**src/rtl/gun_bullet.sv**
```systemverilog
// Single-shot bullet: launches from the gun muzzle on a fire press, climbs one
// STEP per movement tick, and reports a hit or a miss to the score logic.
module gun_bullet #(
  parameter int unsigned X_MIN    = 20,
  parameter int unsigned X_MAX    = 620,
  parameter int unsigned Y_START  = 440,
  parameter int unsigned Y_TOP    = 0,
  parameter int unsigned STEP     = 8,
  parameter int unsigned TICK_DIV = 833333
) (
  input  logic       clk,
  input  logic       rst_n,
  input  logic       fire,
  input  logic [9:0] gunx,
  input  logic       hit_in,
  output logic [9:0] bullet_x,
  output logic [9:0] bullet_y,
  output logic       bullet_active,
  output logic       hit_ack,
  output logic       miss,
  output logic [7:0] hits
);

  localparam int unsigned CNT_W = $clog2(TICK_DIV);
  localparam int unsigned POS_W = 10;

  typedef enum logic [1:0] {IDLE, FLY, HIT} state_t;

  state_t             state, state_d;
  logic               fire_q;
  logic [CNT_W-1:0]   cnt;
  logic               tick;
  logic               fire_rise;
  logic               y_low;
  logic [POS_W-1:0]   x_clamp;
  logic [POS_W-1:0]   x_d, y_d;
  logic               active_d, ack_d, miss_c;
  logic [7:0]         hits_d;

  assign tick      = (cnt == CNT_W'(TICK_DIV - 1));
  assign fire_rise = fire & ~fire_q;
  // 11-bit compare so the step subtraction can never wrap below the top row
  assign y_low     = ({1'b0, bullet_y} < 11'(Y_TOP + STEP));

  // Muzzle position limited to the legal bullet columns
  always_comb begin
    x_clamp = gunx;
    if (gunx > POS_W'(X_MAX)) begin
      x_clamp = POS_W'(X_MAX);
    end else if (gunx < POS_W'(X_MIN)) begin
      x_clamp = POS_W'(X_MIN);
    end
  end

  // Next-state and output decode
  always_comb begin
    state_d = state;
    x_d     = bullet_x;
    y_d     = bullet_y;
    hits_d  = hits;
    miss_c  = 1'b0;
    case (state)
      IDLE: begin
        if (fire_rise) begin
          x_d     = x_clamp;
          y_d     = POS_W'(Y_START);
          state_d = FLY;
        end
      end
      FLY: begin
        if (hit_in) begin
          state_d = HIT;
        end else if (tick && y_low) begin
          miss_c  = 1'b1;
          y_d     = POS_W'(Y_START);
          state_d = IDLE;
        end else if (tick) begin
          y_d = bullet_y - POS_W'(STEP);
        end
      end
      HIT: begin
        if (hits != 8'hFF) begin
          hits_d = hits + 8'd1;
        end
        y_d     = POS_W'(Y_START);
        state_d = IDLE;
      end
      default: state_d = IDLE;
    endcase
    active_d = (state_d == FLY);
    ack_d    = (state_d == HIT);
  end

  // The miss pulse must coincide with the FLY tick that ends the flight, so it
  // depends on the live hit_in and cannot be registered.
  assign miss = miss_c;

  always_ff @(posedge clk or negedge rst_n) begin
    if (!rst_n) begin
      state         <= IDLE;
      fire_q        <= 1'b1;
      cnt           <= '0;
      bullet_x      <= '0;
      bullet_y      <= POS_W'(Y_START);
      bullet_active <= 1'b0;
      hit_ack       <= 1'b0;
      hits          <= '0;
    end else begin
      state         <= state_d;
      fire_q        <= fire;
      cnt           <= tick ? '0 : cnt + CNT_W'(1);
      bullet_x      <= x_d;
      bullet_y      <= y_d;
      bullet_active <= active_d;
      hit_ack       <= ack_d;
      hits          <= hits_d;
    end
  end

endmodule

```
**config.mk**
```make
export PLATFORM = sky130hd
export DESIGN_NAME = gun_bullet
export DESIGN_NICKNAME = d
export VERILOG_FILES = /design/src/rtl/gun_bullet.sv
export SDC_FILE = /design/constraint.sdc
export NUM_CORES = 1
export LEC_CHECK = 0
export BUFFER_PORTS_ARGS = -buffer_cell sky130_fd_sc_hd__buf_2
export CORE_MARGIN = 10
export CORE_UTILIZATION = 49
export DETAILED_ROUTE_END_ITERATION = 10
export HOLD_SLACK_MARGIN = 0.06
export PLACE_DENSITY = 0.75
export SETUP_SLACK_MARGIN = 0.2
export SLEW_MARGIN = 20
export SYNTH_ARGS = -nofsm -noshare
export SYNTH_HDL_FRONTEND = slang
export SYNTH_SLANG_ARGS = --single-unit
```
**constraint.sdc**
```tcl
create_clock -name clk -period 2.8 [get_ports clk]
set_clock_uncertainty 0.2 [all_clocks]
set_input_delay 0.84 -clock clk [delete_from_list [all_inputs] [get_ports clk]]
set_output_delay 0.84 -clock clk [all_outputs]
set_load 0.005 [all_outputs]
```
==> flow_metrics.tcl <==
set metrics [dict create \
    p_per_area_nw_per_um2 507.0 \
    cp-start-kind "flop" \
    synth_area_leader_cell "dfrtp_1" \
    swShare_pct 26.81 \
    total_power_mw 1.493 \
    rows 25 \
    hold_viol 0 \
    synth_top_cell_area_share_pct 45.71 \
    grt_max_degree 20 \
    path_clk_slew_ps 90 \
    htreeDepth 2 \
    io_buffers 41 \
    fin_nets 321 \
    worstPathArrival_ps 2220 \
    antennaDiodeCount 0 \
    clock_tree.root_cell "clkbuf_8" \
    synth_edf_count 0 \
    dr.pass1.iters 4 \
    ys_seq_elements 50 \
    critical-path-max-stage-delay_ps 520 \
    dp_slack_ps -225.7 \
    clock_sinks 50 \
    r2r_end "bullet_y[6]" \
    ys_warn_count 0 \
    worstPathRequired_ps 1760 \
    pwr-share-seq_pct 56.5 \
    hp-class "in2async" \
    p_sw_mw 0.4003 \
    p_leak_nw 1.457 \
    outcome "finished, violations left" \
    grt_usage_pct 13.17 \
    min_period_ps 3260 \
    n_fill_cell 438 \
    dp_hpwl_microns 4113 \
    seq_area_frac_synth_pct 52.26 \
    grt_pass1_wl_microns 9177 \
    cp-end-kind "output port" \
    worst_r2r_startpoint "cnt[7]" \
    p_int_mw 1.093 \
    io-pin-count 45 \
    cts_buffer_depth 2 \
    p_clk_share_pct 28.6 \
    critical_path_class "reg2out" \
    r2r_slack_ps 340 \
    fin_crit_sh_pct 116.4 \
    ys_types 49 \
    place.gp.congestion 0.8611 \
    crit_fanout 2 \
    area_growth_pct 22.29 \
    insertion_delay_ps 300 \
    via_per_inst 5.213 \
    synth_area_leaders "dfrtp_1, dfstp_2, nor2_1" \
    drt_iter0_drc 67 \
    setup_ws_ps -460.1 \
    overflow 0 \
    peakVddDrop_v 0.0002910 \
    syn-cell-area_sq_um 2409 \
    vias 1934 \
    p_comb_share_pct 14.9 \
    cts_tree "yes" \
    ys.flop_type "dfrtp_1" \
    grt_antenna_before_repair 0 \
    start_util_pct 50.66 \
    synth_cells 235 \
    setup_viol 1 \
    slowest_stage "or4b_1" \
    wl_per_cell_microns 14.15 \
    cap_violations 0 \
    reg2reg_depth 6 \
    routed_wl_microns 5251 \
    cts_buffers 5 \
    die_y_microns 90.11 \
    violations "setup timing" \
    rsz0062_at_grt "true" \
    crit_start "cnt[7]" \
    die_w_microns 90.11 \
    maxSlewViolCount 0 \
    antenna_left 0 \
    fmax_mhz 306.7 \
    die_area_sq_um 8120 \
    core-area_sq_um 4755 \
    drt_drc_violations_left 0 \
    syn_avg_cell_area_sq_um 10.25 \
    async_reset_ff_share_pct 100.0 \
    grt_pass1_vias 2060 \
    path_cells "or4b_1 > or4b_4 > or2_4 > nor4_4 > buf_2" \
    layout-drive-gt1-share_pct 27.96 \
    ctsHoldBuffers 0 \
]
[state kept, by name (all words and copies together) (netlist names)]
name	count
bullet_active	1
bullet_x	10
fire_q	1
cnt	20
bullet_y	7
hit_ack	1
hits	8
state	2
[synth_stat cells (2+ instances only)]
cell      count
dfrtp_1      44
nor2_1       31
nand2_1      26
xnor2_1      13
nand3_1      11
xor2_1       10
inv_1         8
nand4_1       7
o21ai_0       7
dfstp_2       6
and2_1        5
a21oi_1       4
and3_1        4
ha_1          4
a311oi_1      3
and4_1        3
buf_4         3
nand2b_1      3
nor3_1        3
or3_1         3
or4_1         3
a22o_1        2
a31oi_1       2
mux2i_1       2
nand3b_1      2
nor2b_1       2
o22a_1        2
[metrics by stage]
| stage | area (sq um) | util, % | instances | setup TNS (ps) | hold slack, ps |
|---|---|---|---|---|---|
| floorplan | 2425 | - | 237 | -209.0 | 256.8 |
| global placement | 2829 | 59.50 | 360 | -218.9 | 247.5 |
| detailed placement | 2829 | 59.50 | 360 | -225.7 | 259.8 |
| CTS | 2930 | 61.63 | 369 | -512.5 | 237.4 |
| global route | 2945 | 61.95 | 371 | -539.2 | 254.1 |
| finish | 2945 | 61.95 | 371 | -460.1 | 237.6 |
[worst max path at each step]
stage / endpoint / slack (ps) / depth (start not counted)
after floorplan: miss / -210 / 5
after global placement: miss / -220 / 5
after detailed placement: miss / -230 / 5
after CTS: miss / -510 / 5
after global routing: miss / -540 / 5
final: miss / -460 / 5
[layout by cell type (no fill, tap or decap), types with 2 or more instances in the layout]
cell / instances
a21oi_1: 4
a22o_1: 2
a311oi_1: 3
a31oi_1: 2
and2_1: 5
and3_1: 4
and4_1: 3
buf_2: 41
buf_4: 24
clkbuf_8: 6
conb_1: 3
dfrtp_1: 44
dfstp_2: 6
ha_1: 4
inv_1: 8
mux2i_1: 2
nand2_1: 26
nand2b_1: 3
nand3_1: 11
nand3b_1: 2
nand4_1: 7
nor2_1: 31
nor2b_1: 2
nor3_1: 3
o21ai_0: 7
o22a_1: 2
or3_1: 3
or4_1: 3
xnor2_1: 13
xor2_1: 10
[routing by layer]
layer | share of wire [%] | global-route usage [%]
met5 | 0 | 0
met2 | 50 | 22.70
met4 | 1.7 | 5.172
met3 | 5.2 | 3.990
met1 | 43 | 14.86
[power groups by stage]
stage | logic (mW) | clock network (mW) | registers (mW)
6_report | 0.223 | 0.427 | 0.843
5_1_grt | 0.257 | 0.461 | 0.853
4_1_cts | 0.231 | 0.444 | 0.843
3_5_place_dp | 0.229 | 0 | 0.857
3_3_place_gp | 0.224 | 0 | 0.853
2_1_floorplan | 0.104 | 0 | 0.856
[worst max-delay path, delay by kind of cell, from the launching register on]
| family | cells | cell delay [ps] |
|---|---|---|
| DFF | 1 | 390 |
| and+or+nand+nor | 4 | 1380 |
| buffers and inverters | 1 | 150 |
[logic make-up (layout without fill, tap and decap cells)]
logic type,Yosys count,in the layout,synth area share (%)
other cells,1,3,0.1557
compound gates,28,28,8.001
flops,50,50,52.26
simple gates,112,112,24.83
mux,3,3,1.299
fa+ha+maj,4,4,2.078
buf+inv,14,81,3.013
xor+xnor,23,23,8.364
[cell type report]
cell class | instances | area (sq um) | area share [%]
flip-flops and latches | 50 | 1259 | 42.74
clock inverters | 1 | 5.005 | 0.1699
multi-input cells | 173 | 1096 | 37.21
inverters | 8 | 30.03 | 1.020
clock buffers | 7 | 86.33 | 2.931
well taps | 67 | 83.83 | 2.846
repair buffers | 65 | 385.4 | 13.08
[timing repair]
item,4_1_cts,5_1_grt
setup buffers,1,2
pin swaps,4,3
setup endpoints to repair,1,1
gates resized for setup,1,0
Power figures use the tool's default switching activity.
